### config.mk
export PLATFORM = sky130hd
export DESIGN_NAME = regfile_wb_arbiter_flat
export DESIGN_NICKNAME = d
export VERILOG_FILES = /design/src/rtl/regfile_wb_arbiter_pkg.sv /design/src/rtl/regfile_wb_arbiter_if.sv /design/src/rtl/regfile_scoreboard.sv /design/src/rtl/regfile_wb_arbiter.sv /design/src/flat_wrapper.sv
export SDC_FILE = /design/constraint.sdc
export NUM_CORES = 1
export LEC_CHECK = 0
export CELL_PAD_IN_SITES_DETAIL_PLACEMENT = 0
export CELL_PAD_IN_SITES_GLOBAL_PLACEMENT = 1
export CORE_UTILIZATION = 29
export DETAILED_ROUTE_END_ITERATION = 12
export GPL_TIMING_DRIVEN = 0
export PLACE_DENSITY = 0.76
export SKIP_LAST_GASP = 1
export SLEW_MARGIN = 20
export SYNTH_ARGS = -nofsm -noshare
export SYNTH_HDL_FRONTEND = slang
export SYNTH_HIERARCHICAL = 1
export SYNTH_SLANG_ARGS = --single-unit
### constraint.sdc
create_clock -name clk -period 1.95 [get_ports clk]
set_input_delay 0.2925 -clock clk [delete_from_list [all_inputs] [get_ports clk]]
set_output_delay 0.2925 -clock clk [all_outputs]
set_load 0.01 [all_outputs]
### src/rtl/regfile_wb_arbiter_pkg.sv
// Shared constants and types for the register-file writeback arbiter and its
// pending-write scoreboard.
package regfile_wb_arbiter_pkg;

  localparam int REG_ADDR_W = 5;
  localparam int NUM_REGS   = 32;
  localparam int XLEN_DEF   = 64;

  typedef struct packed {
    logic [REG_ADDR_W-1:0] rd;
    logic [XLEN_DEF-1:0]   data;
  } wb_req_t;

endpackage

### src/rtl/regfile_wb_arbiter_if.sv
// Bundle of the writeback request bus, register-file write port and the
// issue-stage reservation/busy lookups.
interface regfile_wb_arbiter_if
  import regfile_wb_arbiter_pkg::*;
#(
  parameter int NUM_REQ = 2,
  parameter int XLEN    = XLEN_DEF
);

  logic [NUM_REQ-1:0]            req_valid;
  logic [NUM_REQ*REG_ADDR_W-1:0] req_rd;
  logic [NUM_REQ*XLEN-1:0]       req_data;
  logic [NUM_REQ-1:0]            req_ready;

  logic                          wb_we;
  logic [REG_ADDR_W-1:0]         wb_rd;
  logic [XLEN-1:0]               wb_data;

  logic                          issue_valid;
  logic [REG_ADDR_W-1:0]         issue_rd;
  logic                          issue_ready;
  logic [REG_ADDR_W-1:0]         rs1_addr;
  logic [REG_ADDR_W-1:0]         rs2_addr;
  logic                          rs1_busy;
  logic                          rs2_busy;

  modport slave (
    input  req_valid, req_rd, req_data, issue_valid, issue_rd, rs1_addr, rs2_addr,
    output req_ready, wb_we, wb_rd, wb_data, issue_ready, rs1_busy, rs2_busy
  );

  modport master (
    output req_valid, req_rd, req_data, issue_valid, issue_rd, rs1_addr, rs2_addr,
    input  req_ready, wb_we, wb_rd, wb_data, issue_ready, rs1_busy, rs2_busy
  );

endinterface

### src/rtl/regfile_scoreboard.sv
// Per-register pending-write bits: reserves destinations at issue, releases
// them when the writeback commits, and answers source busy lookups.
module regfile_scoreboard
  import regfile_wb_arbiter_pkg::*;
(
  input  logic                  clk,
  input  logic                  reset,
  input  logic                  issue_valid_i,
  input  logic [REG_ADDR_W-1:0] issue_rd_i,
  output logic                  issue_ready_o,
  input  logic [REG_ADDR_W-1:0] rs1_addr_i,
  input  logic [REG_ADDR_W-1:0] rs2_addr_i,
  output logic                  rs1_busy_o,
  output logic                  rs2_busy_o,
  input  logic                  clr_en_i,
  input  logic [REG_ADDR_W-1:0] clr_rd_i
);

  // Bit 0 is held at zero so x0 never stalls and never reads busy.
  logic [NUM_REGS-1:0] pending_q;
  logic [NUM_REGS-1:0] pending_d;

  assign issue_ready_o = issue_valid_i & ~pending_q[issue_rd_i];
  assign rs1_busy_o    = pending_q[rs1_addr_i];
  assign rs2_busy_o    = pending_q[rs2_addr_i];

  always_comb begin
    pending_d = pending_q;
    if (clr_en_i) pending_d[clr_rd_i] = 1'b0;
    if (issue_ready_o && (issue_rd_i != '0)) pending_d[issue_rd_i] = 1'b1;
    pending_d[0] = 1'b0;
  end

  always_ff @(posedge clk or posedge reset) begin
    if (reset) pending_q <= '0;
    else       pending_q <= pending_d;
  end

endmodule

### src/rtl/regfile_wb_arbiter.sv
// Arbitrates writeback requesters onto the single register-file write port
// through a registered output stage. Define RR_ARB_EN for round-robin
// arbitration; otherwise the lowest-indexed valid requester wins.
module regfile_wb_arbiter
  import regfile_wb_arbiter_pkg::*;
#(
  parameter int NUM_REQ = 2,
  parameter int XLEN    = XLEN_DEF
) (
  input  logic                 clk,
  input  logic                 reset,
  regfile_wb_arbiter_if.slave  bus
);

  localparam int PTR_W = $clog2(NUM_REQ);

  logic [NUM_REQ-1:0]    gnt;
  logic                  gnt_any;
  logic [PTR_W-1:0]      gnt_idx;
  logic [REG_ADDR_W-1:0] sel_rd;
  logic [XLEN-1:0]       sel_data;

`ifdef RR_ARB_EN
  logic [PTR_W-1:0] ptr_q;
  logic [PTR_W-1:0] ptr_d;

  function automatic int rr_idx(input int start, input int ofs);
    return (start + ofs) % NUM_REQ;
  endfunction

  // ptr_q names the requester searched first: the one after the last grant.
  always_comb begin
    gnt     = '0;
    gnt_any = 1'b0;
    gnt_idx = '0;
    for (int k = 0; k < NUM_REQ; k++) begin
      if (!gnt_any && bus.req_valid[rr_idx(int'(ptr_q), k)]) begin
        gnt_any = 1'b1;
        gnt_idx = PTR_W'(rr_idx(int'(ptr_q), k));
        gnt[rr_idx(int'(ptr_q), k)] = 1'b1;
      end
    end
  end

  always_comb begin
    ptr_d = ptr_q;
    if (gnt_any) ptr_d = (gnt_idx == PTR_W'(NUM_REQ - 1)) ? '0 : gnt_idx + 1'b1;
  end

  always_ff @(posedge clk or posedge reset) begin
    if (reset) ptr_q <= '0;
    else       ptr_q <= ptr_d;
  end
`else
  always_comb begin
    gnt     = '0;
    gnt_any = 1'b0;
    gnt_idx = '0;
    for (int k = 0; k < NUM_REQ; k++) begin
      if (!gnt_any && bus.req_valid[k]) begin
        gnt_any = 1'b1;
        gnt_idx = PTR_W'(k);
        gnt[k]  = 1'b1;
      end
    end
  end
`endif

  assign bus.req_ready = gnt;
  assign sel_rd        = bus.req_rd[gnt_idx*REG_ADDR_W +: REG_ADDR_W];
  assign sel_data      = bus.req_data[gnt_idx*XLEN +: XLEN];

  // Output stage: a grant to x0 is consumed but never raises the write enable.
  logic                  wb_we_q,   wb_we_d;
  logic [REG_ADDR_W-1:0] wb_rd_q,   wb_rd_d;
  logic [XLEN-1:0]       wb_data_q, wb_data_d;

  always_comb begin
    wb_we_d   = 1'b0;
    wb_rd_d   = wb_rd_q;
    wb_data_d = wb_data_q;
    if (gnt_any) begin
      wb_we_d   = (sel_rd != '0);
      wb_rd_d   = sel_rd;
      wb_data_d = sel_data;
    end
  end

  always_ff @(posedge clk or posedge reset) begin
    if (reset) begin
      wb_we_q   <= 1'b0;
      wb_rd_q   <= '0;
      wb_data_q <= '0;
    end else begin
      wb_we_q   <= wb_we_d;
      wb_rd_q   <= wb_rd_d;
      wb_data_q <= wb_data_d;
    end
  end

  assign bus.wb_we   = wb_we_q;
  assign bus.wb_rd   = wb_rd_q;
  assign bus.wb_data = wb_data_q;

  // The pending bit clears on the same edge the register file captures wb_data.
  regfile_scoreboard u_sb (
    .clk           (clk),
    .reset         (reset),
    .issue_valid_i (bus.issue_valid),
    .issue_rd_i    (bus.issue_rd),
    .issue_ready_o (bus.issue_ready),
    .rs1_addr_i    (bus.rs1_addr),
    .rs2_addr_i    (bus.rs2_addr),
    .rs1_busy_o    (bus.rs1_busy),
    .rs2_busy_o    (bus.rs2_busy),
    .clr_en_i      (wb_we_q),
    .clr_rd_i      (wb_rd_q)
  );

endmodule

### src/flat_wrapper.sv
// flat-port wrapper written by rule: the top's interface ports become plain ports
module regfile_wb_arbiter_flat import regfile_wb_arbiter_pkg::*;
#(
  parameter int NUM_REQ = 2,
  parameter int XLEN    = XLEN_DEF
)
  (clk, reset, bus_req_valid, bus_req_rd, bus_req_data, bus_issue_valid, bus_issue_rd, bus_rs1_addr, bus_rs2_addr, bus_req_ready, bus_wb_we, bus_wb_rd, bus_wb_data, bus_issue_ready, bus_rs1_busy, bus_rs2_busy);
  regfile_wb_arbiter_if #(.NUM_REQ(NUM_REQ), .XLEN(XLEN)) bus_i ();
  input  logic clk;
  input  logic reset;
  input wire logic [$bits(bus_i.req_valid)-1:0] bus_req_valid;
  input wire logic [$bits(bus_i.req_rd)-1:0] bus_req_rd;
  input wire logic [$bits(bus_i.req_data)-1:0] bus_req_data;
  input wire logic [$bits(bus_i.issue_valid)-1:0] bus_issue_valid;
  input wire logic [$bits(bus_i.issue_rd)-1:0] bus_issue_rd;
  input wire logic [$bits(bus_i.rs1_addr)-1:0] bus_rs1_addr;
  input wire logic [$bits(bus_i.rs2_addr)-1:0] bus_rs2_addr;
  output wire logic [$bits(bus_i.req_ready)-1:0] bus_req_ready;
  output wire logic [$bits(bus_i.wb_we)-1:0] bus_wb_we;
  output wire logic [$bits(bus_i.wb_rd)-1:0] bus_wb_rd;
  output wire logic [$bits(bus_i.wb_data)-1:0] bus_wb_data;
  output wire logic [$bits(bus_i.issue_ready)-1:0] bus_issue_ready;
  output wire logic [$bits(bus_i.rs1_busy)-1:0] bus_rs1_busy;
  output wire logic [$bits(bus_i.rs2_busy)-1:0] bus_rs2_busy;
  assign bus_i.req_valid = bus_req_valid;
  assign bus_i.req_rd = bus_req_rd;
  assign bus_i.req_data = bus_req_data;
  assign bus_i.issue_valid = bus_issue_valid;
  assign bus_i.issue_rd = bus_issue_rd;
  assign bus_i.rs1_addr = bus_rs1_addr;
  assign bus_i.rs2_addr = bus_rs2_addr;
  assign bus_req_ready = bus_i.req_ready;
  assign bus_wb_we = bus_i.wb_we;
  assign bus_wb_rd = bus_i.wb_rd;
  assign bus_wb_data = bus_i.wb_data;
  assign bus_issue_ready = bus_i.issue_ready;
  assign bus_rs1_busy = bus_i.rs1_busy;
  assign bus_rs2_busy = bus_i.rs2_busy;
  regfile_wb_arbiter #(.NUM_REQ(NUM_REQ), .XLEN(XLEN)) u_core (.clk(clk), .reset(reset), .bus(bus_i));
endmodule
==> flow_results.org <==
** Run status
- Run status :: finished with violations
- Violated checks :: negative setup slack

** Critical path
- Maximum fanout along the worst path :: 4
- Register-to-Register Path Depth :: 5
- The worst setup path is launched from a flip-flop.
- Across all register-to-register paths, the minimum setup slack is around 0.06 ns.
- Data arrival time at the worst-slack endpoint :: ~2.0 ns
- The critical path is of the flip-flop to output port type.
- Capturing element type of the critical path :: output port
- R2R Path End :: u_core/u_sb/pending_q[2]
- At the worst endpoint, the required time is 1.66 ns.
- In this run the critical register-to-register path is launched from u_core/u_sb/pending_q[10].

** Final layout
- For this run, the post-layout net count is slightly above 900.
- Non-Filler Cell Area, Final :: 8540 sq um
- Area growth from synthesis to layout :: 53.2%
- Non-filler cells, final :: slightly above 1000
- The repair_antennas step left the layout with diodes totalling 0.
- The post-route netlist has between 10% and 20% of its cells at a drive strength greater than 1.

** Die
- Die area :: roughly 20000 sq um
- Pin placement for this block handled about 230 I/O pins.
- The initialized floorplan defines 50 standard-cell rows.
- The die is 141 microns tall.
- Core Footprint :: 18800 sq um
- Die Wd :: between 100 and 150 microns
- Once the floorplan was initialized, standard cells occupied between 20% and 30% of the core.

** CTS
- CTS Sinks :: 101
- After clock tree synthesis, the clock-pin slew on the worst setup and hold paths is 0.06 ns.
- Counting the buffers created by CTS gives 9.
- The H-tree was split into 3 levels.
- Root buf cell :: clkbuf_16
- No sink is reached through more buffers than the 2 on the longest clock path.
- Clock network latency to the later pin of the worst-skew pair :: ~0.36 ns
- CTS tree :: done

** Placed design
- Number of cells after detailed placement :: about 1000
- Timing analysis after detailed placement gives a worst setup slack of -0.862 ns.
- Quantity of I/O buffers inserted on ports :: between 200 and 250
- After detailed placement, the total cell area comes to about 8000 sq um.
- Sum of net half-perimeters after detailed placement :: about 15 mm
- Final weighted congestion of routability-driven global placement :: ~0.94

** Hold path
- Hold Path End :: u_core/u_sb/pending_q[2]
- Startpoint of the tightest hold check path :: bus_issue_rd[4]
- Cells on Worst Hold Path :: 2
- Worst min-delay path class :: input port to flip-flop

** Global route
- The number of antenna violations at the first check in global routing is 0.
- Number of global-route vias before repair :: 5539
- For this run, the total global-route usage over all layers was measured as approximately 20%.
- Pin count of the biggest net entering global routing :: 32
- Global routing finished with a remaining overflow of 0.
- The first global-routing pass estimated between 30 and 40 mm of wire.

** Timing
- The worst path in the final design needs a cycle of 2.30 ns, including I/O delays and setup.
- Setup violations remaining at the end of the flow were counted as 3.
- After routing, the total negative slack on setup checks comes to -0.692 ns.
- The total count of max-transition violations in the final report came to 0.
- Dividing the final minimum period by the clock period gives 118%.
- For the pin with the worst max-slew slack, the measured transition is around 0.67 ns.
- The worst pin sits at a relative slew slack of between 50 and 60%.
- In the post-route analysis, the smallest setup slack over all paths is -0.353 ns.
- Unrepaired setup endpoints after global routing :: true
- Across the routed clock network, the largest skew measured is approximately 0.01 ns.
- Static timing analysis puts the maximum clock frequency at about 430 MHz.
- Worst hold margin :: just under 0.2 ns
- Number of hold violations in the final report :: 0

** Logic synthesis
- Each instance of the synthesized netlist takes up on average around 11 sq um.
- Summed over all instances, the cell type with the most area after synthesis is dfrtp_1.
- Yosys attributes the largest share of cell area to dfrtp_1 45%, mux2i_1 14%, o21ai_0 12%, mux4_2 5.7%, nand2_1 5.6%.
- In this run the biggest area consumer among cell types represents a little under half of the synthesized area.
- Number of distinct standard cells referenced by the synthesized netlist :: 43
- Register bit total from synthesis :: around 100
- Yosys warns :: 6
- The number of nets handed over by synthesis was around 700.
- Cell area after synthesis :: approximately 5600 sq um
- Proportion of synthesized chip area in sequential cells :: between 40% and 50%
- Counting flops with an async set or reset pin after synthesis yields a share of 100%.
- EDFF count, synth :: 0
- Synth Instances :: 527
- For this run, the leading register cell type out of synthesis is dfrtp_1.

** Route
- For this block, the initial DRC count from the detailed router was between 300 and 400.
- Aggregate routed wire length :: ~20 mm
- Average via count per standard cell :: slightly above 5
- Once detail routing completed, the nets flagged for antenna violations numbered 0.
- The first detailed-routing pass ran for 5 iterations.
- DRC violations left :: 0
- In the final routed layout, each cell accounts on average for 19.4 microns.
- The routed layout has 5204 vias.

** Power and ir drop
- Worst IR drop on VDD :: 0.000441 V
- Power density normalized to cell area :: about 800 nW/um^2
- In this run the static leakage power is around 3.6 nW.

** Job
- Max-cap violations in this run came to 0.
[critical path, stage by stage (launching register included)]
cell and delay (ns):
dfrtp_1 0.41, mux4_1 0.54, nand2b_1 0.16, o211ai_1 0.14, nor3_2 0.24, buf_2 0.17
[metal layers]
layer / GRT usage, % / part of all wire (%) / wire [microns]
met2: 35.0 / 50 / 9830
met4: 8.35 / 2.4 / 473
met3: 7.30 / 9.5 / 1860
met1: 22.4 / 38 / 7390
met5: 0 / 0 / 0
[power breakdown]
| group | internal [mW] | leakage [nW] | switching (mW) |
|---|---|---|---|
| sequential | 2.49 | 1.20 | 0.338 |
| combinational | 1.27 | 2.22 | 0.901 |
| clock | 1.04 | 0.145 | 0.852 |
[worst max-delay path by stage]
stage	endpoint	start	slack [ns]	cells after the start
after floorplan	bus_issue_ready	bus_issue_rd[0]	0.02	5
after global placement	bus_issue_ready	bus_issue_rd[3]	-0.86	7
after detailed placement	bus_issue_ready	bus_issue_rd[3]	-0.86	7
after CTS	bus_issue_ready	u_core/u_sb/pending_q[10]	-0.33	5
after global routing	bus_issue_ready	u_core/u_sb/pending_q[19]	-0.40	5
final	bus_issue_ready	u_core/u_sb/pending_q[25]	-0.35	5
[kinds of logic (layout without fill, tap and decap cells)]
kind of cell,count (synthesis),in the layout,synth area share (%)
DFF,101,101,45.3
and+or+nand+nor,130,130,11.1
AOI/OAI and AO/OA,150,150,14.9
buffers and inverters,45,293,6.06
muxes,101,101,22.6
[state kept, by name, indices dropped and copies added, names as in the netlist]
name	flops
u_core/u_sb/pending_q	31
u_core/bus.wb_rd	5
u_core/bus.wb_we	1
u_core/bus.wb_data	64
[per-stage QoR]
| step | utilization, % | total power [mW] |
|---|---|---|
| after global placement | 43.1 | 4.83 |
| after CTS | 45.3 | 6.92 |
| after global routing | 45.5 | 7.25 |
| after floorplan | - | 3.91 |
| final | 45.5 | 6.90 |
| after detailed placement | 43.3 | 4.92 |
[cell type report]
class                      count  area [sq um]
tap                          234           293
buffer                        38           313
multi-input combinational    381          2750
sequential                   101          2530
clock inverter                 6          71.3
timing repair buffer         232          2310
inverter                       7          30.0
clock buffer                  10           239
fill                        1764         10200
[timing repair]
action	in CTS	in global routing
hold buffers	0	0
setup buffers	7	2
pin swaps	5	2
setup endpoints to repair	11	20
gates resized for setup	20	8
[cells in the mapped netlist, types with 3 or more instances]
master / n
buf_2: 16
buf_4: 3
buf_6: 8
clkbuf_1: 7
dfrtp_1: 101
inv_1: 7
mux2_2: 7
mux2i_1: 76
mux4_1: 4
mux4_2: 14
nand2_1: 83
nand3_1: 8
nand3b_1: 8
nor2_1: 5
nor2b_1: 5
o21ai_0: 129
or2_2: 3
or3_1: 4
[layout by cell type (no fill, tap or decap), drive strengths merged, types with 4 or more instances in the layout]
| master | n |
|---|---|
| nor2b | 5 |
| dfrtp | 101 |
| nand3 | 8 |
| o21ai | 131 |
| buf | 41 |
| clkdlybuf4s50 | 217 |
| mux4 | 18 |
| mux2 | 7 |
| inv | 7 |
| or3 | 4 |
| nor2 | 5 |
| mux2i | 76 |
| clkbuf | 19 |
| nand3b | 8 |
| nand2 | 83 |
Power figures use the tool's default switching activity.
